--- config.mk ---
export PLATFORM = sky130hd
export DESIGN_NAME = alu_seq
export DESIGN_NICKNAME = d
export VERILOG_FILES = /design/src/rtl/alu_seq.sv
export SDC_FILE = /design/constraint.sdc
export NUM_CORES = 1
export LEC_CHECK = 0
export BUFFER_PORTS_ARGS = -buffer_cell sky130_fd_sc_hd__buf_2
export CAP_MARGIN = 30
export CORE_ASPECT_RATIO = 1.25
export CORE_MARGIN = 2
export CORE_UTILIZATION = 23
export CTS_CLUSTER_DIAMETER = 30
export DETAILED_ROUTE_END_ITERATION = 16
export PLACE_DENSITY_LB_ADDON = 0.05
export SLEW_MARGIN = 20
export SYNTH_ARGS = -nofsm -noshare
export SYNTH_HDL_FRONTEND = slang
export SYNTH_SLANG_ARGS = --single-unit
--- constraint.sdc ---
create_clock -name clk -period 9.8 [get_ports clk]
set_clock_uncertainty 0.2 [all_clocks]
set_input_delay 0.49 -clock clk [delete_from_list [all_inputs] [get_ports clk]]
set_output_delay 0.49 -clock clk [all_outputs]
set_load 0.05 [all_outputs]
--- src/rtl/alu_seq.sv ---
// -----------------------------------------------------------------------------
// alu_seq
//   Handshaked sequential ALU. One operation is accepted per valid/ready
//   transaction; logic/arithmetic ops produce a registered result one edge
//   after acceptance, MUL runs as an iterative shift-add over WIDTH cycles.
//   The result and N/Z/C/V/illegal flags are held until the consumer takes
//   them with out_ready.
//
// Ports
//   clk        rising-edge clock
//   rst_n      asynchronous active-low reset
//   in_valid   operation present on a/b/op
//   in_ready   block can accept an operation this cycle (combinational)
//   a, b       operands (shift amount = b[SHW-1:0])
//   op         0 ADD 1 SUB 2 OR 3 AND 4 NOR 5 SLT 6 SLTU 7 SLL 8 SRL 9 SRA 10 MUL
//   out_valid  res/flags valid
//   out_ready  consumer takes the result this cycle
//   res        result
//   n, z, c, v negative, zero, carry, overflow
//   illegal    op 11..15 was issued
// -----------------------------------------------------------------------------
module alu_seq #(
    parameter int WIDTH = 32
) (
    input  logic             clk,
    input  logic             rst_n,
    input  logic             in_valid,
    output logic             in_ready,
    input  logic [WIDTH-1:0] a,
    input  logic [WIDTH-1:0] b,
    input  logic [3:0]       op,
    output logic             out_valid,
    input  logic             out_ready,
    output logic [WIDTH-1:0] res,
    output logic             n,
    output logic             z,
    output logic             c,
    output logic             v,
    output logic             illegal
);

    localparam int SHW = $clog2(WIDTH);
    localparam int CW  = SHW + 1;          // counter must hold WIDTH itself
    localparam int MSB = WIDTH - 1;

    localparam logic [3:0] OP_ADD  = 4'd0;
    localparam logic [3:0] OP_SUB  = 4'd1;
    localparam logic [3:0] OP_OR   = 4'd2;
    localparam logic [3:0] OP_AND  = 4'd3;
    localparam logic [3:0] OP_NOR  = 4'd4;
    localparam logic [3:0] OP_SLT  = 4'd5;
    localparam logic [3:0] OP_SLTU = 4'd6;
    localparam logic [3:0] OP_SLL  = 4'd7;
    localparam logic [3:0] OP_SRL  = 4'd8;
    localparam logic [3:0] OP_SRA  = 4'd9;
    localparam logic [3:0] OP_MUL  = 4'd10;

    typedef enum logic [1:0] {
        IDLE,
        MUL,
        DONE
    } state_t;

    state_t state, state_nxt;

    logic             accept;
    logic             is_mul;

    // single-cycle datapath
    logic [WIDTH:0]   sum;
    logic [WIDTH-1:0] alu_res;
    logic             alu_c;
    logic             alu_v;
    logic             alu_ill;
    logic [SHW-1:0]   shamt;

    // iterative multiplier
    logic [CW-1:0]    count;
    logic [WIDTH-1:0] acc;
    logic [WIDTH-1:0] mcand;
    logic [WIDTH-1:0] mplier;

    assign in_ready  = (state == IDLE) | ((state == DONE) & out_ready);
    assign out_valid = (state == DONE);
    assign accept    = in_valid & in_ready;
    assign is_mul    = (op == OP_MUL);
    assign shamt     = b[SHW-1:0];

    // NOTE: sequential state uses non-blocking (<=) so every register samples
    // the pre-edge values of the others regardless of statement order.
    always_ff @(posedge clk or negedge rst_n) begin
        if (!rst_n) begin
            state <= IDLE;
        end else begin
            state <= state_nxt;
        end
    end

    // NOTE: every combinational output gets a default first; a path that
    // leaves one unassigned would infer a latch.
    always_comb begin
        state_nxt = state;
        case (state)
            IDLE: begin
                if (in_valid) state_nxt = is_mul ? MUL : DONE;
            end
            MUL: begin
                if (count == '0) state_nxt = DONE;
            end
            DONE: begin
                if (out_ready) begin
                    if (in_valid) state_nxt = is_mul ? MUL : DONE;
                    else          state_nxt = IDLE;
                end
            end
            default: state_nxt = IDLE;
        endcase
    end

    // One-cycle ALU evaluated straight off the input operands; its result is
    // only registered on an accepting edge.
    always_comb begin
        sum     = '0;
        alu_res = '0;
        alu_c   = 1'b0;
        alu_v   = 1'b0;
        alu_ill = 1'b0;
        case (op)
            OP_ADD: begin
                sum     = {1'b0, a} + {1'b0, b};
                alu_res = sum[WIDTH-1:0];
                alu_c   = sum[WIDTH];
                alu_v   = (a[MSB] == b[MSB]) & (alu_res[MSB] != a[MSB]);
            end
            OP_SUB: begin
                // c=1 means no borrow
                sum     = {1'b0, a} + {1'b0, ~b} + {{WIDTH{1'b0}}, 1'b1};
                alu_res = sum[WIDTH-1:0];
                alu_c   = sum[WIDTH];
                alu_v   = (a[MSB] != b[MSB]) & (alu_res[MSB] != a[MSB]);
            end
            OP_OR:   alu_res = a | b;
            OP_AND:  alu_res = a & b;
            OP_NOR:  alu_res = ~(a | b);
            OP_SLT:  alu_res = {{(WIDTH-1){1'b0}}, ($signed(a) < $signed(b))};
            OP_SLTU: alu_res = {{(WIDTH-1){1'b0}}, (a < b)};
            OP_SLL:  alu_res = a << shamt;
            OP_SRL:  alu_res = a >> shamt;
            OP_SRA:  alu_res = $signed(a) >>> shamt;
            OP_MUL:  alu_res = '0;      // handled by the iterative path
            default: alu_ill = 1'b1;    // res=0 gives z=1
        endcase
    end

    // NOTE: the multiplier working registers are reset along with the
    // result so a reset mid-MUL leaves no partial product behind.
    always_ff @(posedge clk or negedge rst_n) begin
        if (!rst_n) begin
            res     <= '0;
            n       <= 1'b0;
            z       <= 1'b0;
            c       <= 1'b0;
            v       <= 1'b0;
            illegal <= 1'b0;
            count   <= '0;
            acc     <= '0;
            mcand   <= '0;
            mplier  <= '0;
        end else if (accept) begin
            if (is_mul) begin
                count   <= CW'(WIDTH);
                acc     <= '0;
                mcand   <= a;
                mplier  <= b;
                illegal <= 1'b0;
            end else begin
                res     <= alu_res;
                n       <= alu_res[MSB];
                z       <= (alu_res == '0);
                c       <= alu_c;
                v       <= alu_v;
                illegal <= alu_ill;
            end
        end else if (state == MUL) begin
            if (count == '0) begin
                res <= acc;
                n   <= acc[MSB];
                z   <= (acc == '0);
                c   <= 1'b0;
                v   <= 1'b0;
            end else begin
                if (mplier[0]) acc <= acc + mcand;
                mcand  <= mcand << 1;
                mplier <= mplier >> 1;
                count  <= count - CW'(1);
            end
        end
    end

endmodule

==> results_dict.tcl <==
set metrics [dict create \
    place.detailed.hpwl_microns 69830 \
    top_usage_layer "met2" \
    sequential_cell_area_sq_mm 0.003503 \
    synthMostInstantiatedCell "nand2_1" \
    synth.yosys.seq_area_share_pct 20.78 \
    grt.met3_usage_pct 3.622 \
    layout_setup_ws_ns 4.112 \
    min_to "mplier[22]$_DFFE_PN0P_" \
    critical_path_source_type "input pin" \
    post_syn_instances 2181 \
    synth_warnings 0 \
    synth.net_count 2389 \
    drive_gt1_share_pct 12.85 \
    core_footprint_sq_mm 0.07291 \
    worst_ep_required_time_ns 10.04 \
    final.period_utilization_pct 58.04 \
    drc_errors 0 \
    clock_tree.htree_level_count 4 \
    yosys.area.top_type_share_pct 20.78 \
    wirelength_microns 90090 \
    grt.met1_usage_pct 30.40 \
    initial_utilization_pct 23.12 \
    placementRows 111 \
    wire_length_of_the_first_global_routing_pass_microns 129700 \
    vias 17090 \
    worst_slew_pin_slew_ns 0.9647 \
    area.growth.synth_to_final_pct 11.91 \
    clock_tree.buffer_depth 2 \
    tritoncts "yes" \
    die-area_sq_mm 0.07549 \
    hp-class "in -> reg" \
    floorplan.die.height_microns 306.7 \
    tns_ns 0 \
    synthDominantAreaCellType "dfrtp_1" \
    maxSlewHeadroom_pct 35.01 \
    postLayoutCellArea_sq_mm 0.01887 \
    finalWorstPathRequiredPeriod_ns 5.688 \
    ys_top_cells_by_area "dfrtp_1 21%, ha_1 9.9%, mux2i_1 7.5%, o21ai_0 6.9%, nand2_1 5.3%" \
    pre_cts_ws_ns 3.584 \
    run_status "completed" \
    power_leakage_nw 8.380 \
    drtIter0Drc 1363 \
    setup.reg_to_reg.worst_slack_ns 5.41 \
    p_per_area_mw_per_mm2 167.3 \
    postCtsResizedCells 0 \
    io_buffers 110 \
    worstHoldStart "b[22]" \
    number_of_buffers_added_by_the_clock_tree_synthesis_step 17 \
    maximum_net_fanout_on_the_critical_path 54 \
    worst_r2r_startpoint "acc[1]$_DFFE_PN0P_" \
    post_layout_nets 2398 \
    clock_insertion_delay_worst_skew_ns 0.51 \
    ys_top_cells_by_count "236 x nand2_1, 233 x o21ai_0, 197 x nor2_1" \
    largest_net_degree_at_the_start_of_global_routing 81 \
    place_area_sq_mm 0.01821 \
    rsz0062_at_grt "no" \
    timing.hold.worst_path_depth 3 \
    multi_input_area_sq_mm 0.01222 \
    cts_setup_buffers 0 \
    final-max-slew-violation-count 0 \
    synthesized_area_sq_mm 0.01686 \
    gp_congestion 0.9798 \
    finalPower_mw 3.155 \
    yosys_most_used_dff "dfrtp_1" \
    vias_in_the_first_global_route 17260 \
    global_route.usage.total_pct 23.91 \
    max_capacitance_violation_count 0 \
    avgSynthCellArea_sq_um 7.729 \
    ctsRootBufferMaster "clkbuf_16" \
    worst_setup_path_end_kind "flip-flop" \
    maximum_vdd_drop_mv 0.1476 \
    fmax_ghz 0.1758 \
    count_of_nets_left_with_antenna_violations_after_detail_routing 0 \
    synth_seq_cells 140 \
    die_x_microns 246.1 \
    cts.clk_slew.worst_paths_ns 0.07 \
    finalSetupViolCount 0 \
    number_of_clock_sinks 140 \
    synth_enable_flop_cells 0 \
    grt_antenna_before_repair 3 \
    cts.hold.buffers_added 1 \
    ios 111 \
    critPathKind "in -> reg" \
    worst_reg2reg_path_depth 14 \
    drt_first_pass_iters 5 \
    crit_arrival_ns 5.92 \
    final-hold-violation-count 0 \
    post_synth_arst_share_pct 100.0 \
    reg2reg_to "acc[31]$_DFFE_PN0P_" \
    via_per_inst 5.404 \
    grt_util_met2_pct 40.67 \
    synth.distinct_cells 96 \
    detail_route.wl_per_cell_microns 28.48 \
    overall_overflow_remaining_after_global_route 0 \
    layout.filler_cells 8130 \
]
registers in the layout (all words and copies together), names as in the netlist:
name	cells
acc	32
c	1
count	6
illegal	1
mcand	32
mplier	32
res	32
state	2
v	1
z	1
layout make-up:
cell class,instances,share of cell area [%]
clock inverter,13,0.9418
inverter,118,2.348
timing repair buffer,150,4.676
antenna,1,0.01326
sequential,140,18.57
clock buffer,18,2.328
tap,960,6.367
multi-input combinational,1763,64.76
critical path: stages:
cell	delay, ns
buf_2	0.37
buf_4	0.56
inv_2	0.04
buf_4	0.34
ha_1	0.40
o21ba_2	0.17
nor4_1	0.07
o31ai_1	0.64
a21oi_1	0.28
o21a_1	0.27
o211ai_2	0.25
a31oi_1	0.19
a221oi_1	0.43
o31ai_1	0.19
a31oi_1	0.19
o311ai_0	0.19
or4b_2	0.65
o21ai_1	0.15
report_power, final:
part / internal (mW) / switching (mW)
Sequential: 0.742 / 0.170
Clock: 0.411 / 0.340
Combinational: 0.524 / 0.969
cells by family (layout without fill, tap and decap cells):
family	Yosys count	after routing	synth area share [%]
compound gates	705	705	26.76
xor+xnor	48	48	2.494
fa+ha+maj	136	136	10.23
buf+inv	278	299	6.969
flops	140	140	20.78
mux	185	185	13.95
other cells	0	1	0
simple gates	689	689	18.82
cells in the final DEF, fill, tap and decap left out, types with 22 or more instances in the layout:
cell type    n
mux4_2      37
inv_1      113
mux2i_1    127
xnor2_1     31
nor2b_1     22
nor3_1      45
nand2_1    234
a221oi_1    25
buf_4       39
o21ai_0    233
buf_2      108
ha_1       133
nor2_1     195
nand3_1     65
a211oi_1    28
a21o_1      28
dfrtp_1    140
a21oi_1    163
metrics by stage:
stage,utilization [%],hold WS (ns),std cells
6_report,25.87,0.09892,3163
5_1_grt,25.87,0.1107,3162
4_1_cts,25.83,0.07719,3161
3_5_place_dp,24.97,0.2670,3129
3_3_place_gp,24.96,0.2628,3129
2_1_floorplan,-,-0.005591,2181
worst max-delay path by stage:
stage / start / endpoint / slack (ns)
after floorplan: b[3] / z$_DFFE_PN0P_ / 4.89
after global placement: b[1] / z$_DFFE_PN0P_ / 3.61
after detailed placement: b[1] / z$_DFFE_PN0P_ / 3.58
after CTS: b[1] / z$_DFFE_PN0P_ / 4.11
after global routing: b[1] / z$_DFFE_PN0P_ / 3.65
final: b[1] / z$_DFFE_PN0P_ / 4.11
routing by layer:
| layer | vias to the layer above | share of wire, % | routed length (microns) |
|---|---|---|---|
| li1 | 7996 | - | - |
| met1 | 8493 | 44 | 39260 |
| met2 | 490 | 49 | 43840 |
| met3 | 111 | 4.4 | 3960 |
| met4 | 2 | 3.3 | 3012 |
| met5 | - | 0.014 | 13 |
Power figures use the tool's default switching activity.
